`src/rtl/mem_arb_pkg.sv`:
```
// Shared definitions for the instruction/data memory arbiter: FSM state
// encoding and the default number of cycles an access is held on the MMU port.
package mem_arb_pkg;

  localparam int ACC_CYCLES_DEFAULT = 2;
  localparam int CNT_W              = 4;

  typedef enum logic [1:0] {
    ST_IDLE  = 2'd0,
    ST_DATA  = 2'd1,
    ST_FETCH = 2'd2,
    ST_TURN  = 2'd3
  } arb_state_t;

endpackage

```
`src/rtl/mem_arbiter.sv`:
```
// Arbitrates the fetch and data ports onto one MMU port, data first.
// Optional MEM_ARB_TURNAROUND_EN inserts a TURN cycle after every access.
module mem_arbiter
  import mem_arb_pkg::*;
#(
  parameter int ACC_CYCLES = ACC_CYCLES_DEFAULT
) (
  input  logic        clk,
  input  logic        rst_n,
  input  logic        if_req,
  input  logic [31:0] if_addr,
  output logic [31:0] if_rdata,
  output logic        if_ack,
  input  logic        mem_rd,
  input  logic        mem_wr,
  input  logic [31:0] mem_addr,
  input  logic [31:0] mem_wdata,
  input  logic        mem_byte,
  output logic [31:0] mem_rdata,
  output logic        mem_ack,
  output logic        stall,
  output logic        mmu_read,
  output logic        mmu_write,
  output logic [31:0] mmu_addr,
  output logic [31:0] mmu_wdata,
  output logic        mmu_bytemode,
  input  logic [31:0] mmu_rdata
);

  localparam logic [CNT_W-1:0] LAST_CNT = CNT_W'(ACC_CYCLES - 1);

  // Handshake: a port's request is held until its one-cycle ack; a request
  // seen in IDLE while that same port's ack is high is the old one and ignored.

  arb_state_t       state_q, state_d;
  logic [CNT_W-1:0] cnt_q, cnt_d;
  logic [31:0]      addr_q, addr_d;
  logic [31:0]      wdata_q, wdata_d;
  logic             byte_q, byte_d;
  logic             wr_q, wr_d;
  logic [31:0]      if_rdata_q, if_rdata_d;
  logic [31:0]      mem_rdata_q, mem_rdata_d;
  logic             if_ack_q, if_ack_d;
  logic             mem_ack_q, mem_ack_d;

  logic data_req;
  logic fetch_req;
  logic last_cycle;

  assign data_req   = (mem_rd | mem_wr) & ~mem_ack_q;
  assign fetch_req  = if_req & ~if_ack_q;
  assign last_cycle = (cnt_q == LAST_CNT);

  always_comb begin
    state_d     = state_q;
    cnt_d       = cnt_q;
    addr_d      = addr_q;
    wdata_d     = wdata_q;
    byte_d      = byte_q;
    wr_d        = wr_q;
    if_rdata_d  = if_rdata_q;
    mem_rdata_d = mem_rdata_q;
    if_ack_d    = 1'b0;
    mem_ack_d   = 1'b0;

    case (state_q)
      ST_IDLE: begin
        cnt_d = '0;
        if (data_req) begin
          state_d = ST_DATA;
          addr_d  = mem_addr;
          wr_d    = mem_wr;
          wdata_d = mem_wr ? mem_wdata : 32'h0;
          byte_d  = mem_byte;
        end else if (fetch_req) begin
          state_d = ST_FETCH;
          addr_d  = if_addr;
          wr_d    = 1'b0;
          wdata_d = 32'h0;
          byte_d  = 1'b0;
        end
      end
      ST_DATA, ST_FETCH: begin
        if (last_cycle) begin
          cnt_d = '0;
          if (state_q == ST_DATA) begin
            mem_ack_d = 1'b1;
            if (!wr_q) mem_rdata_d = mmu_rdata;
          end else begin
            if_ack_d   = 1'b1;
            if_rdata_d = mmu_rdata;
          end
`ifdef MEM_ARB_TURNAROUND_EN
          state_d = ST_TURN;
`else
          state_d = ST_IDLE;
`endif
        end else begin
          cnt_d = cnt_q + CNT_W'(1);
        end
      end
      ST_TURN: begin
        state_d = ST_IDLE;
        cnt_d   = '0;
      end
      default: begin
        state_d = ST_IDLE;
        cnt_d   = '0;
      end
    endcase
  end

  always_ff @(posedge clk or negedge rst_n) begin
    if (!rst_n) begin
      state_q     <= ST_IDLE;
      cnt_q       <= '0;
      addr_q      <= '0;
      wdata_q     <= '0;
      byte_q      <= 1'b0;
      wr_q        <= 1'b0;
      if_rdata_q  <= '0;
      mem_rdata_q <= '0;
      if_ack_q    <= 1'b0;
      mem_ack_q   <= 1'b0;
    end else begin
      state_q     <= state_d;
      cnt_q       <= cnt_d;
      addr_q      <= addr_d;
      wdata_q     <= wdata_d;
      byte_q      <= byte_d;
      wr_q        <= wr_d;
      if_rdata_q  <= if_rdata_d;
      mem_rdata_q <= mem_rdata_d;
      if_ack_q    <= if_ack_d;
      mem_ack_q   <= mem_ack_d;
    end
  end

  // MMU strobes decode straight from state so an async reset drops them at once.
  assign mmu_read     = (state_q == ST_FETCH) | ((state_q == ST_DATA) & ~wr_q);
  assign mmu_write    = (state_q == ST_DATA) & wr_q;
  assign mmu_addr     = addr_q;
  assign mmu_wdata    = wdata_q;
  assign mmu_bytemode = byte_q;

  assign if_rdata  = if_rdata_q;
  assign mem_rdata = mem_rdata_q;
  assign if_ack    = if_ack_q;
  assign mem_ack   = mem_ack_q;
  assign stall     = (if_req & ~if_ack_q) | ((mem_rd | mem_wr) & ~mem_ack_q);

endmodule

```
`config.mk`:
```
export PLATFORM = sky130hd
export DESIGN_NAME = mem_arbiter
export DESIGN_NICKNAME = d
export VERILOG_FILES = /design/src/rtl/mem_arb_pkg.sv /design/src/rtl/mem_arbiter.sv
export SDC_FILE = /design/constraint.sdc
export NUM_CORES = 1
export LEC_CHECK = 0
export CAP_MARGIN = 20
export CORE_AREA = 2 2 143 117
export CTS_CLUSTER_DIAMETER = 120
export CTS_CLUSTER_SIZE = 40
export DETAILED_ROUTE_END_ITERATION = 10
export DIE_AREA = 0 0 145 119
export GPL_TIMING_DRIVEN = 0
export HOLD_SLACK_MARGIN = 0.03
export PLACE_DENSITY = 0.87
export SYNTH_ARGS = -nofsm -noshare
export SYNTH_HDL_FRONTEND = slang
export SYNTH_SLANG_ARGS = --single-unit
```
`constraint.sdc`:
```
create_clock -name clk -period 1.9 [get_ports clk]
set_input_delay 0.38 -clock clk [delete_from_list [all_inputs] [get_ports clk]]
set_output_delay 0.38 -clock clk [all_outputs]
set_load 0.05 [all_outputs]
```
==> metrics <==
post-synth net total 498; CTS Root Cell clkbuf_16; Antenna Cells 0; max_slew headroom 0.630; layout cells sized above 1 0.309; M3 GR Usage 0.0590; met1 GRT Util 0.222; total CTS buffers 17; max cap viols 0; status complete, but fails checks; Slew @ Worst Pin 0.557 ns; Final Max Tran Viols 0; PnR worst setup slack -0.0221 ns; CTS tree done; H-tree levels 4; Tcrit/Tclk final 1.01; total congestion overflow 0; CP Launch Type flip-flop; VDD IR max 0.000882 V; antenna-violating nets left 0; register area share after synthesis 0.585; setup TNS -0.0766 ns; Setup violations, final 8; Post-synth top flop dfrtp_1; average size of a mapped cell 16.5 sq um; Post-synth top cells dfrtp_1, mux2_2, mux2_4, a22o_1, buf_6; area share of the largest cell type after synthesis 0.585; Synth Register Bits 138; most frequent cell after synthesis dfrtp_1; hold slack 0.491 ns; area of the multi-input gates 2290 sq um; 1st-pass router iterations 4; total track usage 0.193; Hold Path Class reg2reg; Top Ports 268; number of global-route vias before repair 4696; violated checks negative setup slack; Post-synth EDFFs 0; fin area 9610 sq um; cell taking the most area after synthesis dfrtp_1; Worst-Skew Late Latency 0.41 ns; CP required 2.19 ns; fmax 520 MHz; fillers 1279; vias 4181; area post-placement 8880 sq um; clk slew on worst S/H paths 0.06 ns; area of the mapped netlist 5910 sq um; global-route wire length before repair 25900 um; Routed wire per std cell 18.3 um; largest net degree at the start of global routing 91; register area 3450 sq um; PortBufs 267; Routed WL 16300 um; Die W 145 um; Avg Vias per Cell 4.70; Initial Util 0.369; cells after synthesis 358; Final Skew 0.00984 ns; P&R area growth vs syn 62.7%; most area-consuming cells after synthesis dfrtp_1, mux2_4, mux2_2, a22o_1, buf_6; Final Net Count 797; CP max FO 5; Synthesis Warnings 0; post-DP HPWL 12000 um; RSZ-0062 raised after global routing yes; crit path kind reg2reg; gr busiest metal met2; initial antenna violation count 0; overall power 20.2 mW; Die Ht 119 um; crit path time final 1.92 ns; Placement Rows 42; initial DRC count 124; Remaining DRCs 0; Clock Path Buffers 2; clock sinks 138; CP endpoint kind flip-flop; pwr dens 2100 nW/um^2; die area 17300 sq um; Critical Path AT 2.22 ns; distinct cell type count after synthesis 28; final hold vios 0; Core ar. 16000 sq um; gpl congestion 0.844; Leak Pwr 4.56 nW; grt met2 use 0.339; FFs w/ async S/R, synth 1.00
## metal layers
layer | vias to the layer above | share of wire
met5 | - | 0
met1 | 2103 | 0.39
met3 | 30 | 0.062
met2 | 147 | 0.52
met4 | 0 | 0.024
li1 | 1901 | -
## report_power, final
part	switching (mW)	internal (mW)	total, mW	leakage (nW)
sequential	0.755	4.40	5.16	1.67
clock	1.33	2.23	3.57	0.308
combinational	7.41	4.05	11.5	2.58
## critical path, cell delays in order (launching register included)
cell      delay [ns]
dfrtp_1         0.36
inv_2           0.08
ha_4            0.28
and4bb_4        0.25
nor2b_4         0.15
buf_8           0.14
buf_12          0.12
buf_12          0.11
mux2_4          0.30
## flip-flops by register name (all words and copies together) (netlist names), 2 cells and up
register   count
mmu_wdata     32
mem_rdata     32
mmu_addr      32
state_q        2
if_rdata      32
cnt_q          4
## area by class of cell
class                      instances  area share
multi-input combinational        195       0.239
tap                              220      0.0286
inverter                           4     0.00156
buffer                            21      0.0245
timing repair buffer             280       0.281
clock inverter                    14      0.0215
clock buffer                      18      0.0446
sequential                       138       0.359
## worst paths after layout
kind	startpoint	endpoint	slack, ns	depth (start not counted)
max	state_q[1]	if_rdata[14]	-0.02	8
max reg2reg	state_q[1]	if_rdata[14]	-0.02	8
max in group asynchronous	rst_n	if_rdata[12]	0.58	3
min in group asynchronous	rst_n	mem_rdata[9]	0.50	2
min reg2reg	mmu_bytemode	mmu_bytemode	0.49	1
min	mmu_bytemode	mmu_bytemode	0.49	1
## timing repair
action	4_1_cts	5_1_grt
gates cloned	1	2
gates resized for setup	157	19
hold buffers	1	0
hold endpoints to repair	48	0
setup endpoints to repair	177	52
setup buffers	3	5
pin swaps	1	0
## through the flow
stage / cells / util / worst slack (ns)
5_1_grt: 890 / 0.600 / -0.0706
3_5_place_dp: 846 / 0.554 / -0.469
6_report: 890 / 0.600 / -0.0221
4_1_cts: 883 / 0.589 / -0.0338
2_1_floorplan: 358 / - / 0.0832
3_3_place_gp: 845 / 0.552 / -4.78
## cells by family (layout without fill, tap and decap cells)
kind of cell	Yosys count	after routing	synth area share
flops	138	138	0.585
compound gates	39	39	0.0578
mux	130	130	0.284
fa+ha+maj	6	6	0.0127
simple gates	18	18	0.0203
buf+inv	25	337	0.0379
xor+xnor	2	2	0.00297
## placed cells by master (no fill, tap or decap), drive strengths merged, types with 3 or more instances in the layout
cell and n:
a22o 32, and2 3, buf 31, bufinv 4, clkbuf 24, clkdlybuf4s50 132
dfrtp 138, dlygate4sd2 131, ha 6, inv 12, mux2 128, nand2 5
nor2 4
(Power assumes the default switching activity.)
